## src/rtl/ifetch_unit_pkg.sv

```systemverilog
// Shared encodings for the fetch front end: ctrl's PC_sel/IsJump codes,
// opcode field positions, fetch FSM states and the redirect target helpers.
package ifetch_unit_pkg;

  typedef enum logic [1:0] {
    IF_FETCH = 2'd0,
    IF_STALL = 2'd1,
    IF_DROP  = 2'd2
  } if_state_e;

  localparam logic [1:0] PC_MUX_SEL_SEQ    = 2'b00;
  localparam logic [1:0] PC_MUX_SEL_BRANCH = 2'b01;
  localparam logic [1:0] IS_JUMP_NONE      = 2'b00;
  localparam logic [1:0] IS_JUMP_J         = 2'b01;

  localparam int OPCODE_MSB = 31;
  localparam int OPCODE_LSB = 26;

  // j keeps the 256 MB region of the delay-slot PC
  function automatic logic [31:0] jump_target(input logic [3:0]  pc_plus4_hi,
                                              input logic [25:0] instr_index);
    return {pc_plus4_hi, instr_index, 2'b00};
  endfunction

  function automatic logic [31:0] branch_target(input logic [31:0] pc_plus4,
                                                input logic [15:0] imm16);
    return pc_plus4 + {{14{imm16[15]}}, imm16, 2'b00};
  endfunction

endpackage

```

## src/rtl/ifetch_unit_fifo.sv

```systemverilog
// Two-entry {pc, inst} decode queue; flush wins over push, push and pop
// may coincide even when full.
module ifetch_fifo #(
  parameter int DEPTH = 2
) (
  input  logic        clk,
  input  logic        rstn,
  input  logic        push,
  input  logic [63:0] push_data,
  input  logic        pop,
  input  logic        flush,
  output logic [63:0] head_data,
  output logic        full,
  output logic        empty
);

  localparam logic [1:0] FULL_CNT = 2'(DEPTH);

  logic [63:0] mem_q [2];
  logic [63:0] mem_d [2];
  logic        wr_ptr_q, wr_ptr_d;
  logic        rd_ptr_q, rd_ptr_d;
  logic [1:0]  count_q, count_d;
  logic        do_push, do_pop;

  assign full      = (count_q == FULL_CNT);
  assign empty     = (count_q == 2'd0);
  assign head_data = mem_q[rd_ptr_q];

  always_comb begin
    do_pop   = pop && !empty;
    do_push  = push && (!full || do_pop);
    mem_d    = mem_q;
    wr_ptr_d = wr_ptr_q;
    rd_ptr_d = rd_ptr_q;
    count_d  = count_q;
    if (flush) begin
      wr_ptr_d = 1'b0;
      rd_ptr_d = 1'b0;
      count_d  = 2'd0;
    end else begin
      if (do_push) begin
        mem_d[wr_ptr_q] = push_data;
        wr_ptr_d        = wr_ptr_q + 1'b1;
      end
      if (do_pop) begin
        rd_ptr_d = rd_ptr_q + 1'b1;
      end
      count_d = count_q + {1'b0, do_push} - {1'b0, do_pop};
    end
  end

  always_ff @(posedge clk or negedge rstn) begin
    if (!rstn) begin
      mem_q[0] <= '0;
      mem_q[1] <= '0;
      wr_ptr_q <= 1'b0;
      rd_ptr_q <= 1'b0;
      count_q  <= 2'd0;
    end else begin
      mem_q    <= mem_d;
      wr_ptr_q <= wr_ptr_d;
      rd_ptr_q <= rd_ptr_d;
      count_q  <= count_d;
    end
  end

endmodule

```

## src/rtl/ifetch_unit.sv

```systemverilog
// Instruction fetch front end: PC register, word-aligned memory requests,
// decode queue, and the PC redirect driven by ctrl's resolved decisions.
module ifetch_unit
  import ifetch_unit_pkg::*;
#(
  parameter logic [31:0] RESET_PC   = 32'h0000_3000,
  parameter int          FIFO_DEPTH = 2
) (
  input  logic        clk,
  input  logic        rstn,
  output logic        im_req,
  output logic [31:0] im_addr,
  input  logic        im_ack,
  input  logic [31:0] im_rdata,
  output logic        inst_valid,
  input  logic        inst_ready,
  output logic [31:0] inst,
  output logic [31:0] inst_pc,
  input  logic        ex_valid,
  input  logic [31:0] ex_pc,
  input  logic [31:0] ex_inst,
  input  logic [1:0]  ex_pc_sel,
  input  logic [1:0]  ex_is_jump,
  input  logic        ex_cond,
  output logic        redirect
);

  if_state_e   state_q, state_d;
  logic [31:0] pc_q, pc_d;
  logic [31:0] stale_q, stale_d;
  logic        req_en_q, req_en_d;
  logic        redirect_q, redirect_d;

  logic [31:0] ex_pc_plus4;
  logic [31:0] target;
  logic        take;
  logic        ack, pop, push;
  logic        fifo_full, fifo_empty;
  logic [63:0] head;
  logic        unused_opcode;

  assign ex_pc_plus4   = ex_pc + 32'd4;
  assign unused_opcode = ^ex_inst[OPCODE_MSB:OPCODE_LSB];

  always_comb begin
    take   = 1'b0;
    target = '0;
    if (ex_valid) begin
      if (ex_is_jump == IS_JUMP_J) begin
        take   = 1'b1;
        target = jump_target(ex_pc_plus4[31:28], ex_inst[25:0]);
      end else if ((ex_pc_sel == PC_MUX_SEL_BRANCH) && ex_cond) begin
        take   = 1'b1;
        target = branch_target(ex_pc_plus4, ex_inst[15:0]);
      end
    end
  end

  // req_en_q keeps the bus idle for the cycle in which reset is released
  assign im_req     = req_en_q && (state_q != IF_STALL);
  assign im_addr    = (state_q == IF_DROP) ? stale_q : pc_q;
  assign ack        = im_req && im_ack;
  assign inst_valid = !fifo_empty;
  assign pop        = inst_valid && inst_ready;
  assign inst       = head[31:0];
  assign inst_pc    = head[63:32];
  assign redirect   = redirect_q;
  assign req_en_d   = 1'b1;
  assign redirect_d = take;

  always_comb begin
    state_d = state_q;
    pc_d    = pc_q;
    stale_d = stale_q;
    push    = 1'b0;
    unique case (state_q)
      IF_FETCH: begin
        if (take) begin
          pc_d    = target;
          stale_d = pc_q;
          state_d = (ack || !req_en_q) ? IF_FETCH : IF_DROP;
        end else if (ack) begin
          push    = 1'b1;
          pc_d    = pc_q + 32'd4;
          // with two slots, a push onto a non-empty queue fills it
          state_d = (!fifo_empty && !pop) ? IF_STALL : IF_FETCH;
        end
      end
      IF_STALL: begin
        if (take) begin
          pc_d    = target;
          state_d = IF_FETCH;
        end else begin
          state_d = (fifo_full && !pop) ? IF_STALL : IF_FETCH;
        end
      end
      IF_DROP: begin
        if (take) begin
          pc_d = target;
        end
        if (ack) begin
          state_d = IF_FETCH;
        end
      end
      default: state_d = IF_FETCH;
    endcase
  end

  always_ff @(posedge clk or negedge rstn) begin
    if (!rstn) begin
      state_q    <= IF_FETCH;
      pc_q       <= RESET_PC;
      stale_q    <= RESET_PC;
      req_en_q   <= 1'b0;
      redirect_q <= 1'b0;
    end else begin
      state_q    <= state_d;
      pc_q       <= pc_d;
      stale_q    <= stale_d;
      req_en_q   <= req_en_d;
      redirect_q <= redirect_d;
    end
  end

  ifetch_fifo #(
    .DEPTH(FIFO_DEPTH)
  ) u_fifo (
    .clk      (clk),
    .rstn     (rstn),
    .push     (push),
    .push_data({pc_q, im_rdata}),
    .pop      (pop),
    .flush    (take),
    .head_data(head),
    .full     (fifo_full),
    .empty    (fifo_empty)
  );

endmodule

```

## config.mk

```make
export PLATFORM = sky130hd
export DESIGN_NAME = ifetch_unit
export DESIGN_NICKNAME = d
export VERILOG_FILES = /design/src/rtl/ifetch_unit_pkg.sv /design/src/rtl/ifetch_unit_fifo.sv /design/src/rtl/ifetch_unit.sv
export SDC_FILE = /design/constraint.sdc
export NUM_CORES = 1
export LEC_CHECK = 0
export CORE_ASPECT_RATIO = 0.6
export CORE_MARGIN = 3
export CORE_UTILIZATION = 58
export DETAILED_ROUTE_END_ITERATION = 10
export GPL_TIMING_DRIVEN = 0
export PLACE_DENSITY = 0.91
export RECOVER_POWER = 50
export SYNTH_ARGS = -nofsm -noshare
export SYNTH_HDL_FRONTEND = slang
export SYNTH_SLANG_ARGS = --single-unit
```

## constraint.sdc

```tcl
create_clock -name clk -period 3.5 [get_ports clk]
set_clock_uncertainty 0.15 [all_clocks]
set_input_delay 0.7 -clock clk [delete_from_list [all_inputs] [get_ports clk]]
set_output_delay 0.7 -clock clk [all_outputs]
set_load 0.02 [all_outputs]
```

==> tab_implementation.tex, run 1 <==
\begin{tabular}{lr}
\hline
Metric & Value \\
\hline
\multicolumn{2}{l}{\textbf{Power}} \\
\quad Static leakage & 6.540 nW \\
\quad VDD IR max & 0.7766 mV \\
\quad P per Cell Area & 837.3 nW/um2 \\
\multicolumn{2}{l}{\textbf{Yosys}} \\
\quad Net count of the mapped netlist & 1258 \\
\quad Netlist area before placement & 11830 um2 \\
\quad Number of synthesized flops with an enable pin & 0 \\
\quad Cell types with the largest area share after synthesis & sky130\_fd\_sc\_hd\_\_dfrtp\_1 (41\%), sky130\_fd\_sc\_hd\_\_mux2\_2 (23\%), sky130\_fd\_sc\_hd\_\_ha\_1 (4.3\%) \\
\quad Mapped Cells & 1110 \\
\quad Post-synthesis average cell area & 10.66 um2 \\
\quad Ys Warns & 0 \\
\quad Library cell occupying the most area in the post-synthesis netlist & sky130\_fd\_sc\_hd\_\_dfrtp\_1 \\
\quad Top FF cell, synth & sky130\_fd\_sc\_hd\_\_dfrtp\_1 \\
\quad Share of synthesized registers carrying an async set or reset & 1.000 \\
\quad Sequential cell area fraction in the yosys report & 0.4233 \\
\quad Count of state elements after synthesis & 200 \\
\quad Count of distinct cell types in the synthesized netlist & 77 \\
\quad Area share of the largest cell type after synthesis & 0.4145 \\
\multicolumn{2}{l}{\textbf{Final layout}} \\
\quad Filler Cells Inserted & 1197 \\
\quad Most frequent standard cell in the layout excluding fill and tap cells & sky130\_fd\_sc\_hd\_\_mux2\_2 \\
\quad Antenna cells & 0 \\
\quad Net count, final & 1503 \\
\quad Non-Filler Cell Area, Final & 15470 um2 \\
\quad Relative area change from synthesis to final layout & 30.72\% \\
\quad Commonest cells after routing, fill and taps aside & sky130\_fd\_sc\_hd\_\_mux2\_2 (238), sky130\_fd\_sc\_hd\_\_dfrtp\_1 (196), sky130\_fd\_sc\_hd\_\_clkdlybuf4s50\_1 (162) \\
\quad Share of layout cells above drive strength 1 & 0.3151 \\
\multicolumn{2}{l}{\textbf{Place}} \\
\quad Detail Placement HPWL & 26140 um \\
\quad Worst slack at placement & -1298 ps \\
\quad Cell Area, Placed & 14240 um2 \\
\quad Final RePlAce weighted congestion & 1.006 \\
\quad Number of port buffers & 198 \\
\multicolumn{2}{l}{\textbf{Setup path}} \\
\quad Reg2Reg Setup Slack & 370 ps \\
\quad Highest fanout seen on the critical path & 10 \\
\quad Worst endpoint required time & 3680 ps \\
\quad Worst setup SP type & input port \\
\quad Arrival time of data at the critical path endpoint & 3740 ps \\
\quad Start point of the critical path & ex\_is\_jump[1] \\
\quad Crit Reg-Reg Startpoint & pc\_q[12] \\
\quad Kind of critical path & in2reg \\
\quad R2R depth & 9 \\
\quad Critical Path End Type & register \\
\quad Destination of the worst register-to-register timing path & pc\_q[29] \\
\multicolumn{2}{l}{\textbf{Floorplan}} \\
\quad Initial Util & 0.6063 \\
\quad Standard-cell rows & 39 \\
\quad I/O pin count & 205 \\
\quad Vert. Die Dim & 116.6 um \\
\quad Area enclosed by the die boundary & 22210 um2 \\
\quad Area of the core region & 19520 um2 \\
\quad Die Wd & 190.4 um \\
\multicolumn{2}{l}{\textbf{Hold path}} \\
\quad Class of the most critical hold timing path & reg2reg \\
\quad Hold Startpoint & u\_fifo.mem\_q[46] \\
\quad Endpoint of the worst hold path & u\_fifo.mem\_q[46] \\
\quad Cell count of the worst hold path & 2 \\
\multicolumn{2}{l}{\textbf{Timing}} \\
\quad Final Cycle Share & 1.018 \\
\quad Unrepaired setup endpoints after global routing & yes \\
\quad Final worst slack & -62.27 ps \\
\quad Total count of max-transition violations in the final report & 89 \\
\quad Worst Max-Slew Pin Slew & 2203 ps \\
\quad Final critical-path required period & 3562 ps \\
\quad Final setup violation count & 25 \\
\quad Worst rel slew slack & -0.4688 \\
\quad Highest attainable clock frequency & 0.2807 GHz \\
\quad Final count of hold timing violations & 0 \\
\multicolumn{2}{l}{\textbf{GRT}} \\
\quad Vias in the first global route & 10.20k \\
\quad First-pass GRT wire length & 55710 um \\
\quad Pin count of the biggest net entering global routing & 114 \\
\quad Overall overflow remaining after global route & 0 \\
\quad Antenna violations before repair & 0 \\
\quad Global router's overall resource usage & 0.3215 \\
\multicolumn{2}{l}{\textbf{Drt}} \\
\quad Remaining antenna violation count & 0 \\
\quad DRT iter0 DRCs & 1240 \\
\quad DRC Markers & 0 \\
\quad Average wire per cell in the routed design & 22.24 um \\
\quad DR pass1 iterations & 6 \\
\quad Total Routed Length & 36340 um \\
\quad Vias after detailed routing & 10.29k \\
\quad Detailed-route vias per instance & 6.300 \\
\multicolumn{2}{l}{\textbf{Run status}} \\
\quad Failing checks & capacitance limit, slew limit, setup timing \\
\quad Result of the run & finished, violations left \\
\multicolumn{2}{l}{\textbf{CTS}} \\
\quad CTS hold repair buffers & 0 \\
\quad CTS tree & done \\
\quad Root Buffer & sky130\_fd\_sc\_hd\_\_clkbuf\_16 \\
\quad Worst-case clock buffer depth & 2 \\
\quad Number of clock sinks seen by CTS & 200 \\
\quad Clock insertion delay at the later pin of the skew report & 450 ps \\
\quad Number of CTS-inserted buffers & 17 \\
\quad Reg clk slew, reported paths & 80 ps \\
\quad Deepest level of the CTS H-tree & 4 \\
\multicolumn{2}{l}{\textbf{Run}} \\
\quad Maxcap violations & 1 \\
\hline
\end{tabular}
-- synthesized netlist by cell type (5+ instances only) --
master                     count
sky130_fd_sc_hd__a211oi_1      7
sky130_fd_sc_hd__a21o_1       12
sky130_fd_sc_hd__a21oi_1      63
sky130_fd_sc_hd__a221oi_1     10
sky130_fd_sc_hd__and2_1       11
sky130_fd_sc_hd__and3_1       11
sky130_fd_sc_hd__and4_1        5
sky130_fd_sc_hd__buf_1         9
sky130_fd_sc_hd__buf_2        15
sky130_fd_sc_hd__clkbuf_1     34
sky130_fd_sc_hd__dfrtp_1     196
sky130_fd_sc_hd__ha_1         41
sky130_fd_sc_hd__inv_1        18
sky130_fd_sc_hd__mux2_1        5
sky130_fd_sc_hd__mux2_2      238
sky130_fd_sc_hd__nand2_1      82
sky130_fd_sc_hd__nand2b_1      7
sky130_fd_sc_hd__nand3_1      35
sky130_fd_sc_hd__nand4_1      13
sky130_fd_sc_hd__nor2_1       60
sky130_fd_sc_hd__nor3_1       11
sky130_fd_sc_hd__nor4_1        5
sky130_fd_sc_hd__o211ai_1      8
sky130_fd_sc_hd__o21ai_0      57
sky130_fd_sc_hd__o21ai_1      12
sky130_fd_sc_hd__o31ai_1       5
sky130_fd_sc_hd__xnor2_1      33
sky130_fd_sc_hd__xor2_1       20
-- through the flow --
stage / utilization / power [W] / TNS (ps) / hold WS [ps] / cells
2_1_floorplan: - / 0.007995 / -556.5 / 254.4 / 1110
3_3_place_gp: 0.7280 / 0.01045 / -1323110 / 312.6 / 1574
3_5_place_dp: 0.7297 / 0.01073 / -37190 / 323.0 / 1575
4_1_cts: 0.7726 / 0.01282 / -22.16 / 137.3 / 1622
5_1_grt: 0.7926 / 0.01357 / -4034 / 364.7 / 1634
6_report: 0.7926 / 0.01295 / -1080 / 338.4 / 1634
-- where the power goes --
group          switching [W]  total, W  internal, W
registers           0.000748   0.00415      0.00340
logic                0.00353   0.00684      0.00331
clock network       0.000958   0.00196      0.00100
total                0.00523    0.0130      0.00772
-- final cells by class --
type / instances / area (um2) / area share
plain buffers: 55 / 246.5 / 0.01593
clock buffers: 18 / 429.2 / 0.02774
well taps: 266 / 332.8 / 0.02151
inverters: 19 / 71.32 / 0.004610
multi-input cells: 832 / 6985 / 0.4516
repair buffers: 230 / 2255 / 0.1457
flip-flops and latches: 200 / 5010 / 0.3238
clock inverters: 14 / 140.1 / 0.009059
-- worst max-delay path by stage --
stage	cells after the start	to
after global placement	1	stale_q[8]
after floorplan	15	pc_q[27]
final	9	stale_q[10]
after global routing	17	pc_q[29]
after CTS	16	pc_q[27]
after detailed placement	18	pc_q[29]
-- critical path, cell delays in order --
cell and delay, ps:
sky130_fd_sc_hd__dlygate4sd3_1 540, sky130_fd_sc_hd__nor2b_1 110, sky130_fd_sc_hd__clkbuf_1 290, sky130_fd_sc_hd__o21ai_1 270, sky130_fd_sc_hd__inv_1 220, sky130_fd_sc_hd__clkbuf_1 510
sky130_fd_sc_hd__nand2_1 420, sky130_fd_sc_hd__buf_2 350, sky130_fd_sc_hd__mux2_2 310
-- cells by family (layout without fill, tap and decap cells) --
kind of cell             after synthesis  count (layout)  share of synthesized area
other                                  1               1                  0.0003169
multiplexers                         247             247                     0.2346
AO/OA/AOI/OAI                        223             223                     0.1205
buffers and inverters                 78             336                    0.02664
flip-flops                           200             200                     0.4233
adder cells (fa/ha/maj)               42              42                    0.04504
AND/OR/NAND/NOR                      266             266                     0.1103
XOR/XNOR                              53              53                    0.03923
-- state kept, by name (all words and copies together) (netlist names) --
register / flops
redirect: 1
u_fifo.mem_q: 128
u_fifo.rd_ptr_q: 1
req_en_q: 1
pc_q: 32
stale_q: 32
u_fifo.wr_ptr_q: 1
state_q: 2
u_fifo.count_q: 2
-- metal layers --
metal | track usage | vias to the layer above | wire length (um)
li1 | - | 4554 | -
met1 | 0.4635 | 5111 | 15820
met2 | 0.4977 | 582 | 16270
met3 | 0.08038 | 47 | 3755
met4 | 0.07035 | 0 | 489
met5 | 0 | - | 0
-- repair_timing --
action                     in CTS  in global routing
setup endpoints to repair      87                 81
pin swaps                      36                 45
buffers inserted               17                 14
resized for setup              92                 80
Note: power is estimated with default switching activity, not from simulation.
==> inputs of run 2 (changes only) <==
Settings changed: SETUP_SLACK_MARGIN set to 0.02.
==> tab_implementation.tex, run 2 (synthesis gave the netlist of run 1 again) <==
\begin{tabular}{lr}
\hline
Metric & Value \\
\hline
\multicolumn{2}{l}{\textbf{Run status}} \\
\quad Result of the run & finished, violations left (unchanged) \\
\quad Failing checks & capacitance limit, slew limit, setup timing (unchanged) \\
\multicolumn{2}{l}{\textbf{Final layout}} \\
\quad Area of the multi-input gates & 7005 um2 (was 6985 um2) \\
\quad Biggest regs & u\_fifo.mem\_q: 128 flops, pc\_q: 32 flops, stale\_q: 32 flops (unchanged) \\
\quad Most frequent standard cell in the layout excluding fill and tap cells & sky130\_fd\_sc\_hd\_\_mux2\_2 (unchanged) \\
\quad Register with the highest flop count & u\_fifo.mem\_q (unchanged) \\
\quad Sequential cell area & 5010 um2 (unchanged) \\
\quad Net count, final & 1508 (was 1503) \\
\quad Filler Cells Inserted & 1183 (was 1197) \\
\quad Relative area change from synthesis to final layout & 31.14\% (was 30.72\%) \\
\quad Antenna cells & 0 (unchanged) \\
\quad Commonest cells after routing, fill and taps aside & sky130\_fd\_sc\_hd\_\_mux2\_2 (237), sky130\_fd\_sc\_hd\_\_dfrtp\_1 (196), sky130\_fd\_sc\_hd\_\_clkdlybuf4s50\_1 (168) (was sky130\_fd\_sc\_hd\_\_mux2\_2 (238), sky130\_fd\_sc\_hd\_\_dfrtp\_1 (196), sky130\_fd\_sc\_hd\_\_clkdlybuf4s50\_1 (162)) \\
\quad Share of layout cells above drive strength 1 & 0.3154 (was 0.3151) \\
\quad Share of the core filled with cells in the final layout & 0.7951 (was 0.7926) \\
\quad Flip-flop count of the largest register after layout & 128 (unchanged) \\
\multicolumn{2}{l}{\textbf{Setup path}} \\
\quad Critical-path cell with the highest stage delay & sky130\_fd\_sc\_hd\_\_clkbuf\_1 (was sky130\_fd\_sc\_hd\_\_dlygate4sd3\_1) \\
\quad Destination of the worst register-to-register timing path & u\_fifo.mem\_q[109] (was pc\_q[29]) \\
\quad Count of buffering cells on the critical path with inverters included & 4 (was 5) \\
\quad Crit Reg-Reg Startpoint & state\_q[1] (was pc\_q[12]) \\
\quad Reg2Reg Setup Slack & 410 ps (was 370 ps) \\
\quad CP dominant cell by count & sky130\_fd\_sc\_hd\_\_nand2\_1 (was sky130\_fd\_sc\_hd\_\_clkbuf\_1) \\
\quad Kind of critical path & in2reg (unchanged) \\
\quad Critical Path End Type & register (unchanged) \\
\quad Cell-by-cell trace of the critical path & clkdlybuf4s50\_1, nand2\_1, nor2\_1, o21ai\_1, inv\_1, clkbuf\_1, nand2\_1, clkbuf\_2, mux2\_2 (was dlygate4sd3\_1, nor2b\_1, clkbuf\_1, o21ai\_1, inv\_1, clkbuf\_1, nand2\_1, buf\_2, mux2\_2) \\
\quad Highest fanout seen on the critical path & 10 (unchanged) \\
\quad CP delay by family, top & buffers and inverters (unchanged) \\
\quad R2R depth & 9 (unchanged) \\
\quad Worst endpoint required time & 3660 ps (was 3680 ps) \\
\quad CP peak stage delay & 510 ps (was 540 ps) \\
\quad Arrival time of data at the critical path endpoint & 3690 ps (was 3740 ps) \\
\quad Worst setup SP type & input port (unchanged) \\
\multicolumn{2}{l}{\textbf{GRT}} \\
\quad Vias in the first global route & 10.21k (was 10.20k) \\
\quad Global router's overall resource usage & 0.3218 (was 0.3215) \\
\quad Overall overflow remaining after global route & 0 (unchanged) \\
\quad Pin count of the biggest net entering global routing & 114 (unchanged) \\
\quad First-pass GRT wire length & 55790 um (was 55710 um) \\
\quad Antenna violations before repair & 0 (unchanged) \\
\multicolumn{2}{l}{\textbf{Power}} \\
\quad Cell internal pwr & 0.007728 W (was 0.007720 W) \\
\quad Proportion of total power due to net switching & 0.4036 (was 0.4040) \\
\quad Share of total power in the clock network & 0.152 (about the same) \\
\quad P per Cell Area & 835.1 nW/um2 (was 837.3 nW/um2) \\
\quad Total Power & 0.01296 W (was 0.01295 W) \\
\quad Net switching power of the design & 0.005231 W (was 0.005233 W) \\
\quad Flop pwr share & 0.320 (about the same) \\
\quad VDD IR max & 0.7767 mV (was 0.7766 mV) \\
\quad Static leakage & 6.565 nW (was 6.540 nW) \\
\quad Combinational power share & 0.529 (was 0.528) \\
\multicolumn{2}{l}{\textbf{Timing}} \\
\quad Worst rel slew slack & -0.4508 (was -0.4688) \\
\quad Final critical-path required period & 3527 ps (was 3562 ps) \\
\quad Worst Max-Slew Pin Slew & 2176 ps (was 2203 ps) \\
\quad Final count of hold timing violations & 0 (unchanged) \\
\quad Final Cycle Share & 1.008 (was 1.018) \\
\quad Highest attainable clock frequency & 0.2836 GHz (was 0.2807 GHz) \\
\quad Final worst slack & -26.71 ps (was -62.27 ps) \\
\quad Unrepaired setup endpoints after global routing & yes (unchanged) \\
\quad Worst Hold Slack & 339.3 ps (was 338.4 ps) \\
\quad Total count of max-transition violations in the final report & 89 (unchanged) \\
\quad Final setup violation count & 4 (was 25) \\
\multicolumn{2}{l}{\textbf{Place}} \\
\quad Worst slack at placement & -1298 ps (unchanged) \\
\quad Final RePlAce weighted congestion & 1.006 (unchanged) \\
\quad Number of port buffers & 198 (unchanged) \\
\quad Detail Placement HPWL & 26140 um (unchanged) \\
\multicolumn{2}{l}{\textbf{Drt}} \\
\quad DR pass1 iterations & 5 (was 6) \\
\quad Vias after detailed routing & 10.34k (was 10.29k) \\
\quad DRC Markers & 0 (unchanged) \\
\quad DRT iter0 DRCs & 1195 (was 1240) \\
\quad Detailed-route vias per instance & 6.309 (was 6.300) \\
\quad Remaining antenna violation count & 0 (unchanged) \\
\quad Total Routed Length & 36410 um (was 36340 um) \\
\quad Average wire per cell in the routed design & 22.22 um (was 22.24 um) \\
\multicolumn{2}{l}{\textbf{CTS}} \\
\quad Number of clock sinks seen by CTS & 200 (unchanged) \\
\quad Number of CTS-inserted buffers & 17 (unchanged) \\
\quad Worst-case clock buffer depth & 2 (unchanged) \\
\quad Clock insertion delay at the later pin of the skew report & 450 ps (about the same) \\
\quad Reg clk slew, reported paths & 70 ps (was 80 ps) \\
\quad Deepest level of the CTS H-tree & 4 (unchanged) \\
\quad CTS tree & done (unchanged) \\
\quad Root Buffer & sky130\_fd\_sc\_hd\_\_clkbuf\_16 (unchanged) \\
\multicolumn{2}{l}{\textbf{Floorplan}} \\
\quad Die Wd & 190.4 um (unchanged) \\
\quad Vert. Die Dim & 116.6 um (unchanged) \\
\quad Standard-cell rows & 39 (unchanged) \\
\quad Area enclosed by the die boundary & 22210 um2 (unchanged) \\
\quad Area of the core region & 19520 um2 (unchanged) \\
\quad I/O pin count & 205 (unchanged) \\
\quad Initial Util & 0.6063 (unchanged) \\
\multicolumn{2}{l}{\textbf{Hold path}} \\
\quad Endpoint of the worst hold path & u\_fifo.mem\_q[46] (unchanged) \\
\quad Cell count of the worst hold path & 2 (unchanged) \\
\quad Class of the most critical hold timing path & reg2reg (unchanged) \\
\quad Hold Startpoint & u\_fifo.mem\_q[46] (unchanged) \\
\multicolumn{2}{l}{\textbf{Run}} \\
\quad Maxcap violations & 1 (unchanged) \\
\hline
\end{tabular}
==> run 2: changes by cell type in the layout (fill, tap and decap cells not counted), moves of 2 or more <==
cell,delta
sky130_fd_sc_hd__clkdlybuf4s50_1,+6
sky130_fd_sc_hd__dlymetal6s2s_1,-2
sky130_fd_sc_hd__o21ai_1,+3
sky130_fd_sc_hd__nor2_2,-2
sky130_fd_sc_hd__dlygate4sd3_1,-4
sky130_fd_sc_hd__buf_4,+5
sky130_fd_sc_hd__nand2_2,-2
sky130_fd_sc_hd__ha_1,-2
sky130_fd_sc_hd__o21ai_0,-2
sky130_fd_sc_hd__ha_4,+2
sky130_fd_sc_hd__a21oi_2,-2
==> run 2: cell type report <==
class,instances,area share
sequential,200,0.3228
multi-input combinational,832,0.4514
inverter,19,0.004596
clock buffer,18,0.02765
tap,266,0.02145
clock inverter,14,0.009030
timing repair buffer,235,0.1472
buffer,55,0.01580
==> run 2: power groups by stage <==
stage | Sequential, W | Clock, W | Combinational [W]
after floorplan | 0.00386 | 0 | 0.00414
after detailed placement | 0.00414 | 0 | 0.00659
after global placement | 0.00403 | 0 | 0.00643
after global routing | 0.00426 | 0.00206 | 0.00725
after CTS | 0.00412 | 0.00196 | 0.00675
final | 0.00414 | 0.00196 | 0.00685
==> run 2: per-stage QoR <==
step | std cells | cell area [um2] | setup TNS (ps)
final | 1639 | 15520 | -50.47
after global placement | 1574 | 14210 | -1323110
after floorplan | 1110 | 11900 | -556.5
after CTS | 1626 | 15140 | 0
after global routing | 1639 | 15520 | -6408
after detailed placement | 1575 | 14240 | -37190
==> run 2: worst max-delay path by stage <==
stage | from | end | slack [ps] | cells past startpoint
final | ex_pc_sel[0] | stale_q[31] | -30 | 9
after floorplan | ex_pc[5] | pc_q[27] | -200 | 15
after detailed placement | ex_pc[4] | pc_q[29] | -1300 | 18
after CTS | ex_pc[19] | pc_q[31] | 10 | 14
after global routing | ex_pc[10] | pc_q[29] | -150 | 17
after global placement | rstn | stale_q[8] | -6520 | 1
==> run 2: worst reg2reg max path, stage by stage, from the launching register on <==
cell and delay (ps):
sky130_fd_sc_hd__dfrtp_1 370, sky130_fd_sc_hd__inv_1 80, sky130_fd_sc_hd__ha_1 200, sky130_fd_sc_hd__nor2b_1 190, sky130_fd_sc_hd__nand2_1 160, sky130_fd_sc_hd__a21oi_1 140
sky130_fd_sc_hd__nand2_1 120, sky130_fd_sc_hd__nor3_2 720, sky130_fd_sc_hd__buf_2 450, sky130_fd_sc_hd__mux2_2 380
==> run 2: per-layer routing <==
metal / up-vias / wire [um] / global-route usage
li1: 4550 / - / -
met1: 5103 / 15700 / 0.4649
met2: 617 / 16200 / 0.4994
met3: 70 / 3935 / 0.07798
met4: 0 / 580 / 0.06888
met5: - / 0 / 0
==> run 2: what timing repair did <==
item / 4_1_cts / 5_1_grt
pin swaps: 38 / 45
setup buffers: 21 / 15
hold endpoints to repair: 0 / 0
hold buffers: 0 / 0
cloned: 0 / 0
setup endpoints to repair: 89 / 96
gates resized for setup: 99 / 76
==> inputs of run 3 (changes only) <==
Settings changed: MAX_ROUTING_LAYER set to met4.
==> tab_implementation.tex, run 3 (synthesis gave the netlist of run 1 again) <==
\begin{tabular}{lr}
\hline
Metric & Value \\
\hline
\multicolumn{2}{l}{\textbf{Run status}} \\
\quad Result of the run & finished, violations left (unchanged) \\
\quad Failing checks & capacitance limit, slew limit, setup timing (unchanged) \\
\multicolumn{2}{l}{\textbf{Timing}} \\
\quad Final critical-path required period & 3564 ps (was 3527 ps) \\
\quad Final worst slack & -63.86 ps (was -26.71 ps) \\
\quad Total count of max-transition violations in the final report & 103 (was 89) \\
\quad Final setup violation count & 2 (was 4) \\
\quad Final Cycle Share & 1.018 (was 1.008) \\
\quad Unrepaired setup endpoints after global routing & yes (unchanged) \\
\quad Worst Max-Slew Pin Slew & 2586 ps (was 2176 ps) \\
\quad Worst rel slew slack & -0.7238 (was -0.4508) \\
\quad Highest attainable clock frequency & 0.2806 GHz (was 0.2836 GHz) \\
\quad Final count of hold timing violations & 0 (unchanged) \\
\multicolumn{2}{l}{\textbf{Place}} \\
\quad Number of port buffers & 198 (unchanged) \\
\quad Final RePlAce weighted congestion & 1.028 (was 1.006) \\
\quad Cell Count Post-Placement & 1575 (unchanged) \\
\quad Detail Placement HPWL & 25610 um (was 26140 um) \\
\multicolumn{2}{l}{\textbf{Final layout}} \\
\quad Number of standard cells in the final layout excluding fillers & 1638 (was 1639) \\
\quad Net count, final & 1507 (was 1508) \\
\quad Relative area change from synthesis to final layout & 30.71\% (was 31.14\%) \\
\quad Share of layout cells above drive strength 1 & 0.3061 (was 0.3154) \\
\quad Filler Cells Inserted & 1233 (was 1183) \\
\quad Commonest cells after routing, fill and taps aside & sky130\_fd\_sc\_hd\_\_mux2\_2 (238), sky130\_fd\_sc\_hd\_\_dfrtp\_1 (196), sky130\_fd\_sc\_hd\_\_clkdlybuf4s50\_1 (160) (was sky130\_fd\_sc\_hd\_\_mux2\_2 (237), sky130\_fd\_sc\_hd\_\_dfrtp\_1 (196), sky130\_fd\_sc\_hd\_\_clkdlybuf4s50\_1 (168)) \\
\quad Flip-flop count of the largest register after layout & 128 (unchanged) \\
\quad Antenna cells & 0 (unchanged) \\
\quad Biggest regs & u\_fifo.mem\_q: 128 flops, pc\_q: 32 flops, stale\_q: 32 flops (unchanged) \\
\quad Register with the highest flop count & u\_fifo.mem\_q (unchanged) \\
\quad Most frequent standard cell in the layout excluding fill and tap cells & sky130\_fd\_sc\_hd\_\_mux2\_2 (unchanged) \\
\multicolumn{2}{l}{\textbf{Drt}} \\
\quad Vias after detailed routing & 10.24k (was 10.34k) \\
\quad DRC Markers & 0 (unchanged) \\
\quad DRT iter0 DRCs & 1256 (was 1195) \\
\quad Remaining antenna violation count & 0 (unchanged) \\
\quad Total Routed Length & 35840 um (was 36410 um) \\
\quad DR pass1 iterations & 8 (was 5) \\
\quad Average wire per cell in the routed design & 21.88 um (was 22.22 um) \\
\quad Detailed-route vias per instance & 6.253 (was 6.309) \\
\multicolumn{2}{l}{\textbf{CTS}} \\
\quad Number of CTS-inserted buffers & 17 (unchanged) \\
\quad Worst-case clock buffer depth & 2 (unchanged) \\
\quad Clock insertion delay at the later pin of the skew report & 430 ps (was 450 ps) \\
\quad Root Buffer & sky130\_fd\_sc\_hd\_\_clkbuf\_16 (unchanged) \\
\quad Number of clock sinks seen by CTS & 200 (unchanged) \\
\quad Reg clk slew, reported paths & 80 ps (was 70 ps) \\
\quad CTS tree & done (unchanged) \\
\quad Deepest level of the CTS H-tree & 4 (unchanged) \\
\multicolumn{2}{l}{\textbf{Setup path}} \\
\quad Cell-by-cell trace of the critical path & buf\_8, and4\_4, and3\_4, and3\_1, nand2\_1, xnor2\_1, ha\_1, a21oi\_1, o21ai\_1, a211o\_1, inv\_2, a21oi\_2, o31ai\_2, xor2\_1, mux2i\_1, o221a\_1 (was clkdlybuf4s50\_1, nand2\_1, nor2\_1, o21ai\_1, inv\_1, clkbuf\_1, nand2\_1, clkbuf\_2, mux2\_2) \\
\quad CP peak stage delay & 320 ps (was 510 ps) \\
\quad Highest fanout seen on the critical path & 3 (was 10) \\
\quad Critical-path cell with the highest stage delay & sky130\_fd\_sc\_hd\_\_ha\_1 (was sky130\_fd\_sc\_hd\_\_clkbuf\_1) \\
\quad Kind of critical path & in2reg (unchanged) \\
\quad Arrival time of data at the critical path endpoint & 3790 ps (was 3690 ps) \\
\quad CP delay by family, top & compound AO/OA/AOI/OAI gates (was buffers and inverters) \\
\quad Count of buffering cells on the critical path with inverters included & 2 (was 4) \\
\quad Worst endpoint required time & 3720 ps (was 3660 ps) \\
\quad Critical Path End Type & register (unchanged) \\
\quad Worst setup SP type & input port (unchanged) \\
\multicolumn{2}{l}{\textbf{GRT}} \\
\quad Global router's overall resource usage & 0.3278 (was 0.3218) \\
\quad First-pass GRT wire length & 54860 um (was 55790 um) \\
\quad Vias in the first global route & 9993 (was 10.21k) \\
\quad Overall overflow remaining after global route & 0 (unchanged) \\
\quad Antenna violations before repair & 0 (unchanged) \\
\quad Pin count of the biggest net entering global routing & 103 (was 114) \\
\multicolumn{2}{l}{\textbf{Floorplan}} \\
\quad I/O pin count & 205 (unchanged) \\
\quad Standard-cell rows & 39 (unchanged) \\
\quad Die Wd & 190.4 um (unchanged) \\
\quad Vert. Die Dim & 116.6 um (unchanged) \\
\quad Initial Util & 0.6063 (unchanged) \\
\quad Area enclosed by the die boundary & 22210 um2 (unchanged) \\
\quad Area of the core region & 19520 um2 (unchanged) \\
\multicolumn{2}{l}{\textbf{Power}} \\
\quad P per Cell Area & 840.1 nW/um2 (was 835.1 nW/um2) \\
\quad Static leakage & 6.530 nW (was 6.565 nW) \\
\quad Total Power & 0.01300 W (was 0.01296 W) \\
\quad VDD IR max & 0.6665 mV (was 0.7767 mV) \\
\multicolumn{2}{l}{\textbf{Run}} \\
\quad Maxcap violations & 1 (unchanged) \\
\multicolumn{2}{l}{\textbf{Hold path}} \\
\quad Class of the most critical hold timing path & reg2reg (unchanged) \\
\hline
\end{tabular}
## run 3: cell count changes in the layout (fill, tap and decap cells not counted), sizes merged
cell / previous run / this run
clkbuf: 53 / 57
inv: 26 / 19
clkinv: 3 / 1
buf: 68 / 66
clkdlybuf4s15: 3 / 2
dlygate4sd2: 5 / 6
dlygate4sd3: 7 / 14
clkinvlp: 3 / 7
clkdlybuf4s50: 168 / 160
clkdlybuf4s18: 0 / 1
bufinv: 1 / 3
## run 3: power by group
part	internal, W	switching (W)	total, W
clock network	0.00116	0.000901	0.00207
logic	0.00329	0.00350	0.00679
registers	0.00340	0.000742	0.00415
total	0.00785	0.00514	0.0130
## run 3: timing repair
| action | in CTS | in global routing |
|---|---|---|
| buffers inserted | 22 | 11 |
| endpoints found under the setup margin | 92 | 119 |
| hold buffers | 0 | 0 |
| gates resized for setup | 110 | 54 |
| pin swaps | 37 | 32 |
## run 3: worst paths after layout
path,startpoint,endpoint,slack (ps),cells past startpoint
max,ex_pc[11],pc_q[31],-60,16
min reg2reg,u_fifo.mem_q[60],u_fifo.mem_q[60],330,2
min,u_fifo.mem_q[60],u_fifo.mem_q[60],330,2
max reg2reg,pc_q[12],pc_q[29],410,9
min in group asynchronous,rstn,u_fifo.mem_q[69],900,1
max in group asynchronous,rstn,u_fifo.mem_q[34],390,2
## run 3: final cells by class
| cell class | count | area, um2 | area share |
|---|---|---|---|
| well taps | 266 | 332.8 | 0.02152 |
| flip-flops and latches | 200 | 5010 | 0.3239 |
| inverters | 19 | 71.32 | 0.004611 |
| clock buffers | 21 | 460.4 | 0.02977 |
| multi-input cells | 832 | 6919 | 0.4473 |
| repair buffers | 232 | 2265 | 0.1464 |
| plain buffers | 57 | 262.8 | 0.01699 |
| clock inverters | 11 | 147.6 | 0.009545 |
## run 3: metal layers
layer,routed length (um),global-route usage
met5,0,-
met4,638,0.06986
met2,15430,0.4764
met3,3560,0.07499
met1,16220,0.4735
## run 3: through the flow
step	instance area (um2)	TNS (ps)	setup slack, ps	util	hold slack [ps]
floorplan	11900	-556.5	-198.9	-	254.4
global placement	14210	-1340530	-6610	0.7280	311.1
detailed placement	14240	-40650	-1276	0.7297	318.4
CTS	15230	0	2.399	0.7805	193.2
global route	15470	-8041	-183.2	0.7925	363.6
finish	15470	-106.4	-63.86	0.7925	334.7
## run 3: worst reg2reg max path, stage by stage, from the launching register on
cell	delay (ps)
sky130_fd_sc_hd__dfstp_2	520
sky130_fd_sc_hd__buf_2	230
sky130_fd_sc_hd__nand3_1	170
sky130_fd_sc_hd__nor4_2	500
sky130_fd_sc_hd__and2b_1	360
sky130_fd_sc_hd__and2_1	240
sky130_fd_sc_hd__nand3_1	190
sky130_fd_sc_hd__or3_1	370
sky130_fd_sc_hd__a21oi_1	190
sky130_fd_sc_hd__nor2_1	70
==> patch (config.mk and constraints of run 2) <==
Set the parameter `RESET_PC` to 32'h00002000 (it was 32'h0000_3000).
--- a/src/rtl/ifetch_unit.sv
+++ b/src/rtl/ifetch_unit.sv
@@ -5,3 +5,3 @@
 #(
-  parameter logic [31:0] RESET_PC   = 32'h0000_3000,
+  parameter logic [31:0] RESET_PC   = 32'h00002000,
   parameter int          FIFO_DEPTH = 2
Behaviour: not the same (a bounded check fails within 4 cycles, from zero or initial values and one cycle with rstn low).
==> patch against run 2 <==
  * The flow still finishes with violations (max-capacitance violations, max-slew violations, negative setup slack)
  * Count of clock-buffer cells in the layout increased by 3
  * Final area rose by 2.3%
  * Global-route usage hardly changed
  * Worst setup slack worse by 130 ps
  * Largest cell class unchanged
  * Sequential cell count stayed put
  * Worst hold slack better by 3.8 ps
  * Power rose by 0.39%
  * Critical path type unchanged
  * Synthesized area hardly changed
  * Routed wire length is 3.8% higher
  * Sequential power hardly changed
==> patch: results (changes against run 2) <==
| Metric | Value |
|---|---|
| GPL Wtd Cong | 0.982 (-2.5%) |
| Largest net degree at the start of global routing | 125 (+9.6%) |
| CP Data Arrival Time | 3820 ps (+130 ps) |
| Main area contributors after synthesis | dfrtp_1 (42%), mux2_2 (23%), ha_1 (4.3%) |
| Worst vdd ir | 0.000651 V (-16%) |
| Drt pass-1 iters | 6 (+1) |
| DR iter-0 viols | 1344 (+12%) |
| Leakage | 0.00673 uW (+2.5%) |
| Layout cells sized above 1 | 33.9% (+2.4 points) |
| Number of global-route vias before repair | 10100 (-1.0%) |
| Max_cap viols | 1 (unchanged) |
| Failing checks | max-capacitance violations, max-slew violations, negative setup slack |
| Root buf cell | clkbuf_16 |
| Via count | 10700 (+3.4%) |
| Worst-path maximum fanout | 5 (-5) |
| Slew HR | -29.4% (+16 points) |
| Final setup fails | 52 (+48) |
| Hpwl dp | 26.0 mm (-0.56%) |
| Tot GR Track Use | 32.1% (-0.044 points) |
| Post-synth top cells | mux2_2 (238), dfrtp_1 (198), nand2_1 (82) |
| Slew Limit Fails | 78 (-12%) |
| Initial antenna violation count | 1 (+1) |
| Postcts setup bufs | 34 (+62%) |
| Final setup margin | -159 ps (-132 ps) |
| First-pass GRT wire length | 55.4 mm (-0.72%) |
| Register area share after synthesis | 42.3% (about the same) |
| Status | finished with violations |
[patch: cell count changes in the layout (fill, tap and decap cells not counted), sizes merged, moves of 2 or more]
cell           delta
clkdlybuf4s50     -5
clkbuf            +3
dlygate4sd3       +4
buf              +29
dfrtp             +2
clkinvlp          -2
dfstp             -2
inv               -5
clkinv            +3
[patch: cells by family (layout without fill, tap and decap cells)]
| kind of cell | count (synthesis) | after routing | share of synthesized area (%) |
|---|---|---|---|
| compound gates | 223 | 223 | 12.1 |
| xor+xnor | 53 | 53 | 3.92 |
| fa+ha+maj | 42 | 42 | 4.51 |
| buf+inv | 78 | 369 | 2.66 |
| flops | 200 | 200 | 42.3 |
| mux | 247 | 247 | 23.5 |
| other cells | 1 | 2 | 0.0317 |
| simple gates | 266 | 266 | 11.0 |
[patch: path summary, 6_finish.rpt]
check                       startpoint                end  slack, ps  depth (start not counted)
max                           ex_pc[5]           pc_q[29]       -160                         15
min                        stale_q[28]        stale_q[28]        340                          2
max reg2reg                 state_q[1]  u_fifo.mem_q[118]        350                          9
min reg2reg                stale_q[28]        stale_q[28]        340                          2
max in group asynchronous         rstn         stale_q[7]        620                          2
min in group asynchronous         rstn   u_fifo.mem_q[76]        650                          1
[patch: routing by layer]
metal	global-route usage (%)	share of wire, %	up-vias
li1	-	-	4610
met1	46.4	42	5209
met2	49.4	44	746
met3	7.59	11	129
met4	8.30	2.9	0
met5	0	0	-
[patch: through the flow]
step           utilization (%)  instance area (um^2)  setup slack [ps]  TNS [ps]  cells
6_report                  81.3                 15900              -159     -2040   1668
5_1_grt                   81.3                 15900              -192     -9390   1667
4_1_cts                   78.2                 15300              5.99         0   1639
3_5_place_dp              73.0                 14200             -1320    -38850   1575
3_3_place_gp              72.8                 14200             -6560  -1338660   1574
2_1_floorplan                -                 11900              -199      -557   1110
[patch: final cells by class]
| cell class | instances | area (um^2) |
|---|---|---|
| clock buffer | 21 | 440 |
| clock inverter | 11 | 123 |
| inverter | 19 | 71.3 |
| multi-input combinational | 832 | 7100 |
| tap | 266 | 333 |
| fill | 1120 | 3640 |
| buffer | 55 | 245 |
| antenna | 1 | 2.50 |
| sequential | 200 | 5010 |
| timing repair buffer | 263 | 2550 |
[patch: power by group]
part | leakage [uW] | switching [uW] | internal (uW) | total [uW]
Sequential | 0.00248 | 742 | 3400 | 4140
Clock | 0.000276 | 882 | 1060 | 1940
Combinational | 0.00397 | 3580 | 3350 | 6930
Total | 0.00673 | 5200 | 7810 | 13000
[patch: worst max-delay path: stages]
cell and delay (ps):
buf_8 80, and4_4 230, and2_4 200, nand3_1 140
xnor2_1 200, ha_2 320, nand4_1 140, nor2_2 70
o311a_4 400, o211ai_1 320, nand4b_1 220, a211oi_2 320
xnor2_1 130, a221oi_2 270, nor2_1 90
